File: config.mk
export PLATFORM = sky130hd
export DESIGN_NAME = iserdes_test_scheduler_flat
export DESIGN_NICKNAME = d
export VERILOG_FILES = /design/src/rtl/iserdes_test_scheduler_if.sv /design/src/rtl/iserdes_test_scheduler.sv /design/src/flat_wrapper.sv
export SDC_FILE = /design/constraint.sdc
export NUM_CORES = 1
export LEC_CHECK = 0
export ABC_AREA = 1
export BUFFER_PORTS_ARGS = -buffer_cell sky130_fd_sc_hd__buf_2
export CORE_MARGIN = 1
export CORE_UTILIZATION = 59
export CTS_CLUSTER_DIAMETER = 100
export DETAILED_ROUTE_END_ITERATION = 10
export PLACE_DENSITY_LB_ADDON = 0.25
export SLEW_MARGIN = 40
export SYNTH_ARGS = -nofsm -noshare
export SYNTH_HDL_FRONTEND = slang
export SYNTH_SLANG_ARGS = --single-unit
File: constraint.sdc
create_clock -name CLK -period 1.9 [get_ports CLK]
set_input_delay 0 -clock CLK [delete_from_list [all_inputs] [get_ports CLK]]
set_output_delay 0 -clock CLK [all_outputs]
set_load 0.05 [all_outputs]
File: src/rtl/iserdes_test_scheduler_if.sv
// Control/status bundle between the ISERDES test scheduler and its test-unit harness.
interface iserdes_test_scheduler_if #(
  parameter int NUM_LANES = 10
);
  logic                 I_START;
  logic [NUM_LANES-1:0] I_ERROR;
  logic [NUM_LANES-1:0] O_LANE_RST;
  logic [3:0]           O_LANE_SEL;
  logic                 O_BUSY;
  logic                 O_DONE;
  logic [NUM_LANES-1:0] O_PASS;
  logic [4:0]           O_FAIL_CNT;

  modport master (
    output I_START, I_ERROR,
    input  O_LANE_RST, O_LANE_SEL, O_BUSY, O_DONE, O_PASS, O_FAIL_CNT
  );

  modport slave (
    input  I_START, I_ERROR,
    output O_LANE_RST, O_LANE_SEL, O_BUSY, O_DONE, O_PASS, O_FAIL_CNT
  );
endinterface

File: src/rtl/iserdes_test_scheduler.sv
// Sequences ISERDES test lanes one at a time: reset, settle, check, record pass/fail.
// Define ISERDES_SCHED_LOOP_EN to restart a new run automatically after every completed run.
module iserdes_test_scheduler #(
  parameter int NUM_LANES     = 10,
  parameter int RST_CYCLES    = 16,
  parameter int SETTLE_CYCLES = 1024,
  parameter int CHECK_CYCLES  = 65536
) (
  input logic                     CLK,
  input logic                     RSTN,
  iserdes_test_scheduler_if.slave bus
);

  typedef enum logic [2:0] {IDLE, LRST, SETTLE, CHECK, NEXT, DONE} state_t;

  localparam logic [3:0]  LAST_LANE   = 4'(NUM_LANES - 1);
  localparam logic [31:0] RST_LOAD    = 32'(RST_CYCLES - 1);
  localparam logic [31:0] SETTLE_LOAD = 32'(SETTLE_CYCLES - 1);
  localparam logic [31:0] CHECK_LOAD  = 32'(CHECK_CYCLES - 1);

  state_t               state, state_nxt;
  logic [31:0]          timer, timer_nxt;
  logic [3:0]           sel, sel_nxt;
  logic [NUM_LANES-1:0] sticky, sticky_nxt;
  logic [NUM_LANES-1:0] pass, pass_nxt;
  logic [4:0]           fail_cnt, fail_cnt_nxt;
  logic [NUM_LANES-1:0] sel_mask;
  logic [NUM_LANES-1:0] lane_rst;
  logic                 start_req;
  logic                 busy;

  assign sel_mask = NUM_LANES'(1) << sel;
  assign busy     = (state == LRST) || (state == SETTLE) || (state == CHECK) || (state == NEXT);

`ifdef ISERDES_SCHED_LOOP_EN
  assign start_req = bus.I_START || (state == DONE);
`else
  assign start_req = bus.I_START;
`endif

  always_ff @(posedge CLK or negedge RSTN) begin
    if (!RSTN) begin
      state    <= IDLE;
      timer    <= '0;
      sel      <= '0;
      sticky   <= '0;
      pass     <= '0;
      fail_cnt <= '0;
    end else begin
      state    <= state_nxt;
      timer    <= timer_nxt;
      sel      <= sel_nxt;
      sticky   <= sticky_nxt;
      pass     <= pass_nxt;
      fail_cnt <= fail_cnt_nxt;
    end
  end

  // Each phase loads the timer with its length minus one and leaves when it reaches zero.
  always_comb begin
    state_nxt    = state;
    timer_nxt    = timer;
    sel_nxt      = sel;
    sticky_nxt   = sticky;
    pass_nxt     = pass;
    fail_cnt_nxt = fail_cnt;
    unique case (state)
      IDLE, DONE: begin
        if (start_req) begin
          state_nxt    = LRST;
          timer_nxt    = RST_LOAD;
          sel_nxt      = '0;
          sticky_nxt   = '0;
          pass_nxt     = '0;
          fail_cnt_nxt = '0;
        end
      end
      LRST: begin
        if (timer == '0) begin
          state_nxt = SETTLE;
          timer_nxt = SETTLE_LOAD;
        end else begin
          timer_nxt = timer - 32'd1;
        end
      end
      SETTLE: begin
        if (timer == '0) begin
          state_nxt = CHECK;
          timer_nxt = CHECK_LOAD;
        end else begin
          timer_nxt = timer - 32'd1;
        end
      end
      CHECK: begin
        if (|(bus.I_ERROR & sel_mask)) begin
          sticky_nxt = sticky | sel_mask;
        end
        if (timer == '0) begin
          state_nxt = NEXT;
        end else begin
          timer_nxt = timer - 32'd1;
        end
      end
      NEXT: begin
        if (|(sticky & sel_mask)) begin
          fail_cnt_nxt = fail_cnt + 5'd1;
        end else begin
          pass_nxt = pass | sel_mask;
        end
        if (sel == LAST_LANE) begin
          state_nxt = DONE;
        end else begin
          state_nxt = LRST;
          sel_nxt   = sel + 4'd1;
          timer_nxt = RST_LOAD;
        end
      end
      default: state_nxt = IDLE;
    endcase
  end

  // Only the lane under test is released from reset, and only once its reset phase ends.
  always_comb begin
    lane_rst = '1;
    if (busy && (state != LRST)) begin
      lane_rst = ~sel_mask;
    end
  end

  assign bus.O_LANE_RST = lane_rst;
  assign bus.O_LANE_SEL = sel;
  assign bus.O_BUSY     = busy;
  assign bus.O_DONE     = (state == DONE);
  assign bus.O_PASS     = pass;
  assign bus.O_FAIL_CNT = fail_cnt;

endmodule

File: src/flat_wrapper.sv
// flat-port wrapper written by rule: the top's interface ports become plain ports
module iserdes_test_scheduler_flat 
#(
  parameter int NUM_LANES     = 10,
  parameter int RST_CYCLES    = 16,
  parameter int SETTLE_CYCLES = 1024,
  parameter int CHECK_CYCLES  = 65536
)
  (CLK, RSTN, bus_I_START, bus_I_ERROR, bus_O_LANE_RST, bus_O_LANE_SEL, bus_O_BUSY, bus_O_DONE, bus_O_PASS, bus_O_FAIL_CNT);
  iserdes_test_scheduler_if #(.NUM_LANES(NUM_LANES)) bus_i ();
  input logic CLK;
  input logic RSTN;
  input wire logic [$bits(bus_i.I_START)-1:0] bus_I_START;
  input wire logic [$bits(bus_i.I_ERROR)-1:0] bus_I_ERROR;
  output wire logic [$bits(bus_i.O_LANE_RST)-1:0] bus_O_LANE_RST;
  output wire logic [$bits(bus_i.O_LANE_SEL)-1:0] bus_O_LANE_SEL;
  output wire logic [$bits(bus_i.O_BUSY)-1:0] bus_O_BUSY;
  output wire logic [$bits(bus_i.O_DONE)-1:0] bus_O_DONE;
  output wire logic [$bits(bus_i.O_PASS)-1:0] bus_O_PASS;
  output wire logic [$bits(bus_i.O_FAIL_CNT)-1:0] bus_O_FAIL_CNT;
  assign bus_i.I_START = bus_I_START;
  assign bus_i.I_ERROR = bus_I_ERROR;
  assign bus_O_LANE_RST = bus_i.O_LANE_RST;
  assign bus_O_LANE_SEL = bus_i.O_LANE_SEL;
  assign bus_O_BUSY = bus_i.O_BUSY;
  assign bus_O_DONE = bus_i.O_DONE;
  assign bus_O_PASS = bus_i.O_PASS;
  assign bus_O_FAIL_CNT = bus_i.O_FAIL_CNT;
  iserdes_test_scheduler #(.NUM_LANES(NUM_LANES), .RST_CYCLES(RST_CYCLES), .SETTLE_CYCLES(SETTLE_CYCLES), .CHECK_CYCLES(CHECK_CYCLES)) u_core (.CLK(CLK), .RSTN(RSTN), .bus(bus_i));
endmodule
# Word-level counts from Yosys, hierarchy flattened
# Index checks and enable logic that the tools add are counted.
# word_totals
reg_bits	64
inputBits	13
out_inout_bits	31
# classes
addsub	3
eq_ne	16
shift	1
mux	24
bitwise	5
n_reduce_logical	18
# ops
op	count
32-bit 2-to-1 mux	5
32-bit case mux with 5 select lines	1
10-bit 2-to-1 mux	4
10-bit case mux with 2 select lines	2
32-bit logical NOT	1
32-bit by 1-bit subtractor with 32-bit output (second input constant)	1
10-bit AND	2
10-bit OR	2
10-bit OR reduction	2
2-bit != test (second input constant)	9
3-bit 2-to-1 mux	5
3-bit case mux with 5 select lines	1
3-bit AND reduction	4
5-bit 2-to-1 mux	2
10-bit NOT	1
5-bit case mux with 2 select lines	1
1-bit by 4-bit left shift with 10-bit output (first input constant)	1
4-bit 2-to-1 mux	2
4-bit case mux with 2 select lines	1
4-bit AND reduction	2
3-bit by 2-bit == test with 1-bit output (second input constant)	2
3-bit == test (second input constant)	2
5-bit by 1-bit adder with 5-bit output (second input constant)	1
5-bit nonzero test	1
9 further kinds	12

# Logic depth before layout (Yosys ltp)
# Gate-level depths: netlist of run 1.
# depth
word_depth	6
ltp_mapped	13
depth_no_buf	13

# Worst setup path after synthesis of run 1
# Ideal clock, no wire load.
# synth_timing
kind	register -> register
startpoint	register u_core.sel[1], in the netlist u_core.bus.O_LANE_SEL[1]
endpoint	register u_core.pass[0], in the netlist u_core.bus.O_PASS[0]
setup_ns	0.076
t_arrival_ns	2.004
required_ns	1.824
setup_slack_ns	-0.180
stages_incl_launch_ff	14
path_buffers	1
path_cell_list	dfrtp_1 > ha_1 > ha_1 > inv_1 > nor2_1 > inv_1 > o21ai_1 > nor2_1 > nand3b_1 > nand2_1 > nand2_1 > buf_2 > nand2_1 > o21ai_1
# synth_between
elab_chain_cells	5
# synth_rtl
element	line_no	rtl
from (decl)	iserdes_test_scheduler.sv:23	logic [3:0] sel, sel_nxt;
from (signal assigned)	iserdes_test_scheduler.sv:52	sel <= sel_nxt;
1-bit by 4-bit left shift with 10-bit output *	iserdes_test_scheduler.sv:32	assign sel_mask = NUM_LANES'(1) << sel;
10-bit AND	iserdes_test_scheduler.sv:105	if (|(sticky & sel_mask)) begin
10-bit OR reduction	iserdes_test_scheduler.sv:105	
2-bit != test (no line)	-	
3-bit AND reduction (no line)	-	
to (signal assigned)	iserdes_test_scheduler.sv:54	pass <= pass_nxt;
to (decl)	iserdes_test_scheduler.sv:25	logic [NUM_LANES-1:0] pass, pass_nxt;
# Every way passes the cells marked *; elsewhere a longest branch is shown, timed or not. The select of a mux whose other input is x is not followed.
# A chain may end at the register's enable or synchronous reset.

# Worst setup path after layout of run 1
# layout_timing
startpoint	register u_core.sel[0], in the netlist u_core.bus.O_LANE_SEL[0]
endpoint	register u_core.pass[6], in the netlist u_core.bus.O_PASS[6]
# The elaborated chain is that of the path after synthesis.

==> impl_metrics.yaml, run 1 <==
logic_synthesis:
  synth_area_um2: 4040
  synth-adder-area-share_pct: 2.48
  synth_fp_nets: 598
  ys_async_sr_fraction_pct: 100
  synth_top_family_by_area: "simple AND/OR/NAND/NOR gates"
  synthCells: 577
  synth-compound-area-share_pct: 11.3
  synthDistinctLibCells: 37
  yosys_warnings: 0
  yosysSeqAreaShare_pct: 39.6
  synth-simple-area-share_pct: 34.8
  synth_xor_area_share_pct: 3.68
  synthMuxAreaShare_pct: 0
  syn_area_per_cell_um2: 7.00
  synth-edff-count: 0
  synth_ff_type: "dfrtp_1"
  ys_seq_elements: 64
grt:
  track_usage_pct: 31.7
  grt_max_degree: 26
  antenna_found_initial: 0
  grt_pass1_wl_mm: 17.9
  overflow: 0
  grt_pass1_vias: 3965
place:
  hpwl_mm: 7.70
  place_inst: 722
  io_buffers: 43
  gp_congestion: 0.919
die:
  core-area_um2: 6490
  dieArea_um2: 7190
  die_h_um: 84.8
  die_x_um: 84.8
  num_rows: 29
  num_io_pins: 44
  start_util_pct: 62.2
sta:
  finalHoldWorstSlack_ns: 0.0670
  slew_headroom_pct: 64.9
  fin_skew_ns: 0.0140
  max_freq_mhz: 468
  finalWorstSetupSlack_ns: -0.238
  finalHoldViolCount: 0
  tns_ns: -3.62
  rsz0062_at_grt: "yes"
  setup_viol_count_final: 29
  worst_pin_slew_ns: 0.526
  min_period_ns: 2.14
  fin_crit_sh_pct: 113
  slew_viol_final: 0
setup_path:
  path_max_fanout: 5
  crit_path_start_kind: "register"
  crit_type: "register to register"
  critPathArrivalTime_ns: 2.39
  crit_path_end_kind: "register"
  critical_path_required_ns: 2.15
clocking:
  clock-sinks: 64
  ctsRootBufferMaster: "clkbuf_8"
  clk_pin_slew_ns: 0.09
  clk_latency_ns: 0.36
  tritoncts: "built"
  numCtsBuffers: 9
  htree_num_levels: 3
  cts_buffer_depth: 2
drt:
  postRouteWirelength_mm: 13.3
  wl_per_cell_um: 17.6
  postRouteAntennaNets: 0
  vias: 4664
  dr.pass1.iters: 7
  vias_per_cell: 6.16
  drc: 0
  drtIter0Drc: 401
layout:
  num_antenna_cells: 0
  syn_to_final_growth_pct: 32.3
  finalNonFillerCells: 757
  multi_input_area_um2: 2440
  seq_area_um2: 1610
  fillers: 376
  nNetsFinal: 696
  drive_gt1_share_pct: 32.5
power_and_ir_drop:
  power.leakage_uw: 0.00269
  power.density_nw_per_um2: 1150
  peakVddDrop_mv: 0.990
  finalPower_uw: 6160
status:
  violations: "negative setup slack"
  outcome: "finished with violations"
worst_hold_path:
  hold_class: "primary input to register"
job:
  max_cap_violations: 0
worst paths after layout:
| kind | slack, ns | cells after the start | end | from |
|---|---|---|---|---|
| setup / recovery | -0.24 | 13 | u_core.bus.O_PASS[6] | u_core.bus.O_LANE_SEL[0] |
| hold / removal | 0.07 | 3 | u_core.state[1] | bus_I_START |
| setup reg to reg | -0.24 | 13 | u_core.bus.O_PASS[6] | u_core.bus.O_LANE_SEL[0] |
| hold reg to reg | 0.52 | 2 | u_core.bus.O_PASS[1] | u_core.bus.O_PASS[1] |
| max in group asynchronous | 1.02 | 3 | u_core.sticky[1] | RSTN |
| min in group asynchronous | 0.14 | 2 | u_core.timer[28] | RSTN |
routing by layer:
metal	up-vias	wire, um	track usage [%]
met5	-	0	0
met4	0	822	12.8
met3	116	1110	5.90
met2	328	6480	54.8
met1	2174	4880	39.1
li1	2046	-	-
worst max-delay path, stage by stage, from the launching register on:
cell	delay, ns
dfrtp_2	0.47
ha_4	0.19
ha_4	0.16
inv_2	0.07
nor2_4	0.05
inv_1	0.07
o21ai_1	0.08
nor2_1	0.17
nand3b_1	0.20
nand2_1	0.18
nand2_4	0.10
clkbuf_16	0.17
nand2_1	0.06
o21ai_1	0.07
report_power, final:
part | leakage (uW) | total [uW] | internal [uW] | switching [uW]
combinational | 0.00171 | 3170 | 1110 | 2070
sequential | 0.000865 | 1640 | 1470 | 170
clock | 0.000110 | 1350 | 741 | 609
cell type report:
cell class,instances,share of cell area (%)
Multi-Input combinational cell,432,45.6
Sequential cell,64,30.1
Tap cell,77,1.80
Inverter,71,5.08
Timing Repair Buffer,97,13.3
Clock inverter,7,1.78
Clock buffer,9,2.32
registers in the layout, indices dropped and copies added, names as in the netlist:
name / cells
u_core.timer: 32
u_core.bus.O_PASS: 10
u_core.sticky: 10
u_core.bus.O_FAIL_CNT: 5
u_core.bus.O_LANE_SEL: 4
u_core.state: 3
cells in the mapped netlist (all sizes together), types with 3 or more instances:
library cell	number	area [um2]
a21oi	8	43.8
buf	9	53.8
dfrtp	64	1600
ha	8	100
inv	71	267
nand2	157	604
nand3	41	210
nand4	12	81.3
nor2	101	440
nor3	6	35.0
o21ai	65	329
o21bai	3	22.5
o22ai	3	18.8
xnor2	5	43.8
xor2	12	105
through the flow:
step | utilization (%) | cell area, um2 | setup WS (ns)
4_1_cts | 74.8 | 4860 | 0.0193
2_1_floorplan | - | 4050 | 0.00978
5_1_grt | 82.3 | 5350 | -0.205
3_5_place_dp | 70.6 | 4590 | -0.0512
3_3_place_gp | 70.6 | 4590 | 0.000168
6_report | 82.3 | 5350 | -0.238
cells by family after synthesis:
group                    after synthesis
AND/OR/NAND/NOR                      322
adder cells (fa/ha/maj)                8
XOR/XNOR                              17
AO/OA/AOI/OAI                         84
flip-flops                            64
buffers and inverters                 82
placed cells by master (no fill, tap or decap), types with 11 or more instances in the layout:
cell type / netlist / routed
nand4_1: 11 / 11
nor2_4: 4 / 13
nand3_1: 40 / 38
buf_2: 7 / 35
dfrtp_1: 64 / 59
inv_2: 12 / 19
nand2_2: 6 / 22
nor2_1: 90 / 68
nand2_1: 151 / 131
inv_1: 59 / 50
o21ai_0: 34 / 34
nor2_2: 6 / 19
xor2_1: 12 / 12
o21ai_1: 30 / 25
buf_4: 1 / 46
timing repair:
item,4_1_cts,5_1_grt
gates resized for setup,7,103
endpoints found under the setup margin,30,67
buffers inserted,1,11
gates cloned,1,5
endpoints found under the hold margin,21,0
pin swaps,1,26
hold buffers,1,0
No activity file was read; power rests on OpenSTA's default activity.
==> run 2: changes to the inputs <==
Settings changed: SKIP_CTS_REPAIR_TIMING from default to 1.
==> impl_metrics.yaml, run 2 (same netlist as run 1, synthesis figures left out) <==
layout:
  final_cell_mix: "nand2_1, nor2_1, dfrtp_1"
  nNetsFinal: 705
  final_common_cell: "nand2_1"
  seq_area_um2: 1610
  multi_input_area_um2: 2450
  drive_gt1_share_pct: 33.1
  syn_to_final_growth_pct: 34.5
  num_antenna_cells: 0
  final_area_um2: 5440
  fillers: 347
  top_register: "u_core.timer"
  largest_register_ffs: 32
  fin_util_pct: 83.7
  finalNonFillerCells: 766
place:
  io_buffers: 43
  hpwl_mm: 7.70
  place_inst: 722
  gp_congestion: 0.919
  pre_cts_ws_ns: -0.0512
  dpl_cell_area_um2: 4590
drt:
  drtIter0Drc: 461
  vias: 4536
  wl_per_cell_um: 16.9
  vias_per_cell: 5.92
  drc: 0
  dr.pass1.iters: 5
  postRouteAntennaNets: 0
  postRouteWirelength_mm: 13.0
sta:
  fin_crit_sh_pct: 112
  fin_skew_ns: 0.0123
  rsz0062_at_grt: "yes"
  max_freq_mhz: 471
  setup_viol_count_final: 30
  finalWorstSetupSlack_ns: -0.224
  min_period_ns: 2.12
  finalHoldViolCount: 0
  worst_pin_slew_ns: 0.527
  slew_viol_final: 0
  slew_headroom_pct: 64.9
setup_path:
  rrSetupSlack_ns: -0.22
  reg2reg_from: "u_core.bus.O_LANE_SEL[0]"
  rr_endpoint: "u_core.bus.O_PASS[3]"
  critPathMaxStageDelay_ns: 0.49
  path_max_fanout: 5
  crit_start: "u_core.bus.O_LANE_SEL[0]"
  crit_path_end_kind: "register"
  critical_path_required_ns: 2.18
  path_cells: "inv_4 > ha_4 > nand3_1 > inv_2 > nand2_1 > nand2_1 > nand3b_1 > nand2_1 > nand2_4 > clkbuf_16 > nand2_2 > o21ai_1"
  path_depth: 12
  slowest_stage: "dfrtp_2"
  crit_type: "register to register"
  crit_path_frequent_cell: "nand2_1"
  crit_path_start_kind: "register"
  critPathArrivalTime_ns: 2.41
  r2r_cells: 12
  cp_top_family: "simple AND/OR/NAND/NOR gates"
  cp-endpoint: "u_core.bus.O_PASS[3]"
  crit_buf_inv: 3
power_and_ir_drop:
  switchingPower_uw: 2820
  power.internal_uw: 3340
  p_clk_share_pct: 21.9
  finalPower_uw: 6160
  p_seq_share_pct: 26.5
  power.density_nw_per_um2: 1130
  swShare_pct: 45.7
  power.leakage_uw: 0.00275
  combPwrFrac_pct: 51.6
  peakVddDrop_mv: 0.878
grt:
  grt_pass1_wl_mm: 17.5
  overflow: 0
  track_usage_pct: 31.0
  grt_max_degree: 26
  grt_pass1_vias: 3922
  antenna_found_initial: 0
status:
  violations: "negative setup slack"
  outcome: "finished with violations"
die:
  start_util_pct: 62.2
  dieArea_um2: 7190
  num_io_pins: 44
  die_h_um: 84.8
  num_rows: 29
  die_x_um: 84.8
  core-area_um2: 6490
clocking:
  clk_latency_ns: 0.37
  numCtsBuffers: 9
  tritoncts: "built"
  htree_num_levels: 3
  ctsRootBufferMaster: "clkbuf_8"
  cts_buffer_depth: 2
  clock-sinks: 64
  clk_pin_slew_ns: 0.07
worst_hold_path:
  hold_class: "primary input to register"
  hold_start: "bus_I_START"
job:
  max_cap_violations: 0
## run 2: cell types whose count changed in the layout (fill, tap and decap cells not counted), sizes merged
cell	change
buf	+4
clkbuf	+4
clkinv	+1
## run 2: cell type report
cell class                      instances  share of cell area (%)
Timing Repair Buffer                  105                    14.3
Clock buffer                            9                    2.28
Clock inverter                          7                    1.75
Sequential cell                        64                    29.6
Multi-Input combinational cell        432                    45.1
Inverter                               71                    5.09
Tap cell                               77                    1.77
Timing Repair inverter                  1                   0.115
## run 2: worst min path at each step
stage               slack, ns                  endpoint  depth (start not counted)
finish                   0.05           u_core.state[0]                          4
global route             0.09           u_core.state[2]                          4
CTS                     -0.39          u_core.timer[28]                          1
detailed placement     -0.001          u_core.timer[11]                          1
global placement       -0.004          u_core.timer[12]                          1
floorplan               -0.30  u_core.bus.O_FAIL_CNT[0]                          0
## run 2: worst min-delay path, stage by stage
cell     delay [ns]
buf_2          0.12
o21ai_2        0.10
nand2_1        0.06
o21ai_0        0.07
## run 2: power by group through the flow
| stage | sequential [uW] | clock, uW | combinational, uW |
|---|---|---|---|
| finish | 1630 | 1350 | 3180 |
| global placement | 1600 | 0 | 2200 |
| floorplan | 1690 | 0 | 1430 |
| detailed placement | 1610 | 0 | 2250 |
| global route | 1640 | 1410 | 3350 |
| CTS | 1580 | 1340 | 2270 |
## run 2: stage by stage
step	hold slack (ns)	setup TNS, ns
2_1_floorplan	-0.296	0
3_3_place_gp	-0.00434	0
3_5_place_dp	-0.00126	-0.373
4_1_cts	-0.386	-2.03
5_1_grt	0.0867	-6.17
6_report	0.0464	-3.05
## run 2: per-layer routing
metal	GRT usage, %	share of wire [%]	vias up
met5	0	0	-
met4	13.6	3.8	0
met3	6.19	7.1	62
met2	53.2	50	251
met1	37.9	39	2153
li1	-	-	2070
==> run 3: changes to the inputs <==
--- a/config.mk
+++ b/config.mk
@@ -13,4 +13,5 @@
 export DETAILED_ROUTE_END_ITERATION = 10
 export PLACE_DENSITY_LB_ADDON = 0.25
+export RECOVER_POWER = 100
 export SKIP_CTS_REPAIR_TIMING = 1
 export SLEW_MARGIN = 40
==> constraint.sdc (replaced) <==
create_clock -name CLK -period 1.9 [get_ports CLK]
set_input_delay 0 -clock CLK [delete_from_list [all_inputs] [get_ports CLK]]
set_output_delay 0 -clock CLK [all_outputs]
set_load 0.01 [all_outputs]
==> impl_metrics.yaml, run 3 (same netlist as run 1, synthesis figures left out) <==
die:
  num_rows: 29
  die_x_um: 84.8
  core-area_um2: 6490
  die_h_um: 84.8
  num_io_pins: 44
  dieArea_um2: 7190
  start_util_pct: 62.2
sta:
  setup_viol_count_final: 14
  fin_crit_sh_pct: 105
  max_freq_mhz: 504
  rsz0062_at_grt: "yes"
  fin_skew_ns: 0.0118
  slew_viol_final: 0
  slew_headroom_pct: 3.74
  min_period_ns: 1.99
  finalHoldViolCount: 0
  worst_pin_slew_ns: 1.44
  finalWorstSetupSlack_ns: -0.0860
layout:
  nNetsFinal: 707
  syn_to_final_growth_pct: 32.0
  drive_gt1_share_pct: 30.7
  top_register: "u_core.timer"
  largest_register_ffs: 32
  final_cell_mix: "nand2_1, nor2_1, dfrtp_1"
  num_antenna_cells: 0
  fillers: 394
  finalNonFillerCells: 767
  final_common_cell: "nand2_1"
setup_path:
  critical_path_required_ns: 2.14
  path_cells: "ha_4 > ha_4 > inv_2 > nor2_4 > inv_2 > o21ai_1 > nor2_1 > nand3b_1 > nand2_2 > nand2_4 > clkbuf_16 > nand2_1 > o21ai_1"
  crit_type: "register to register"
  slowest_stage: "dfrtp_2"
  rrSetupSlack_ns: -0.09
  crit_path_start_kind: "register"
  path_max_fanout: 10
  rr_endpoint: "u_core.bus.O_PASS[0]"
  crit_path_end_kind: "register"
  reg2reg_from: "u_core.bus.O_LANE_SEL[0]"
  critPathArrivalTime_ns: 2.23
  critPathMaxStageDelay_ns: 0.48
  r2r_cells: 13
grt:
  overflow: 0
  antenna_found_initial: 0
  grt_pass1_wl_mm: 18.0
  track_usage_pct: 31.6
  grt_pass1_vias: 4009
  grt_max_degree: 65
place:
  place_inst: 723
  gp_congestion: 0.890
  hpwl_mm: 7.84
  io_buffers: 43
drt:
  drc: 0
  vias_per_cell: 5.80
  postRouteWirelength_mm: 12.3
  postRouteAntennaNets: 0
  wl_per_cell_um: 16.0
  dr.pass1.iters: 5
  vias: 4445
  drtIter0Drc: 432
job:
  max_cap_violations: 0
power_and_ir_drop:
  peakVddDrop_mv: 0.842
  combPwrFrac_pct: 52.1
  p_clk_share_pct: 18.7
  power.density_nw_per_um2: 1030
  finalPower_uw: 5490
  power.leakage_uw: 0.00265
  power.internal_uw: 3090
  swShare_pct: 43.7
  switchingPower_uw: 2400
  p_seq_share_pct: 29.3
clocking:
  numCtsBuffers: 9
  clock-sinks: 64
  htree_num_levels: 3
  ctsRootBufferMaster: "clkbuf_8"
  tritoncts: "built"
  clk_latency_ns: 0.35
  cts_buffer_depth: 2
  clk_pin_slew_ns: 0.08
worst_hold_path:
  whs_endpoint: "u_core.state[1]"
  hold_class: "primary input to register"
  hold_start: "bus_I_START"
  hold_depth: 4
status:
  violations: "negative setup slack"
  outcome: "finished with violations"
## run 3: critical path: cells and delay by family (launching register included)
family	cells	cell delay, ns
and+or+nand+nor	6	0.63
DFF	1	0.48
adders and majority gates	2	0.35
buffers and inverters	3	0.30
AOI/OAI and AO/OA	2	0.12
## run 3: layout make-up
cell class                 count  area, um2  share of cell area (%)
inverter                      71        277                    5.19
tap                           77       96.3                    1.81
sequential                    64       1610                    30.1
timing repair buffer         109        779                    14.6
multi-input combinational    431       2410                    45.2
clock inverter                 6       37.5                   0.704
clock buffer                   9        124                    2.32
## run 3: worst max path at each step
stage,startpoint,to,slack (ns),cells past startpoint
after floorplan,u_core.bus.O_LANE_SEL[1],u_core.bus.O_PASS[0],0.09,12
after global placement,u_core.timer[17],u_core.timer[23],-0.008,10
after detailed placement,u_core.bus.O_LANE_SEL[0],u_core.bus.O_FAIL_CNT[3],-0.004,11
after CTS,u_core.bus.O_LANE_SEL[1],u_core.bus.O_FAIL_CNT[2],-0.05,12
after global routing,u_core.bus.O_LANE_SEL[1],u_core.bus.O_PASS[0],-0.16,13
final,u_core.bus.O_LANE_SEL[0],u_core.bus.O_PASS[0],-0.09,13
## run 3: metrics by stage
step           setup slack (ns)  hold WS [ns]  TNS [ns]  util [%]  instance area (um2)
2_1_floorplan            0.0939        -0.296         0         -                 4040
3_3_place_gp           -0.00762        0.0407   -0.0233      71.1                 4620
3_5_place_dp           -0.00442        0.0386   -0.0100      71.1                 4620
4_1_cts                 -0.0481        -0.338    -0.198      73.6                 4780
5_1_grt                  -0.162        0.0818     -3.39      82.1                 5330
6_report                -0.0860        0.0412    -0.697      82.1                 5330
## run 3: metal layers
layer | vias to the layer above | track usage (%) | routed length, um
li1 | 2064 | - | -
met1 | 2110 | 38.2 | 4830
met2 | 225 | 56.7 | 6230
met3 | 46 | 4.72 | 773
met4 | 0 | 12.6 | 412
met5 | - | 0 | 0
## run 3: power by group through the flow
| stage | clock [uW] | sequential (uW) | combinational (uW) |
|---|---|---|---|
| after global routing | 1090 | 1620 | 3080 |
| after detailed placement | 0 | 1600 | 2130 |
| final | 1030 | 1610 | 2860 |
| after global placement | 0 | 1590 | 2090 |
| after floorplan | 0 | 1590 | 1320 |
| after CTS | 1020 | 1580 | 2150 |
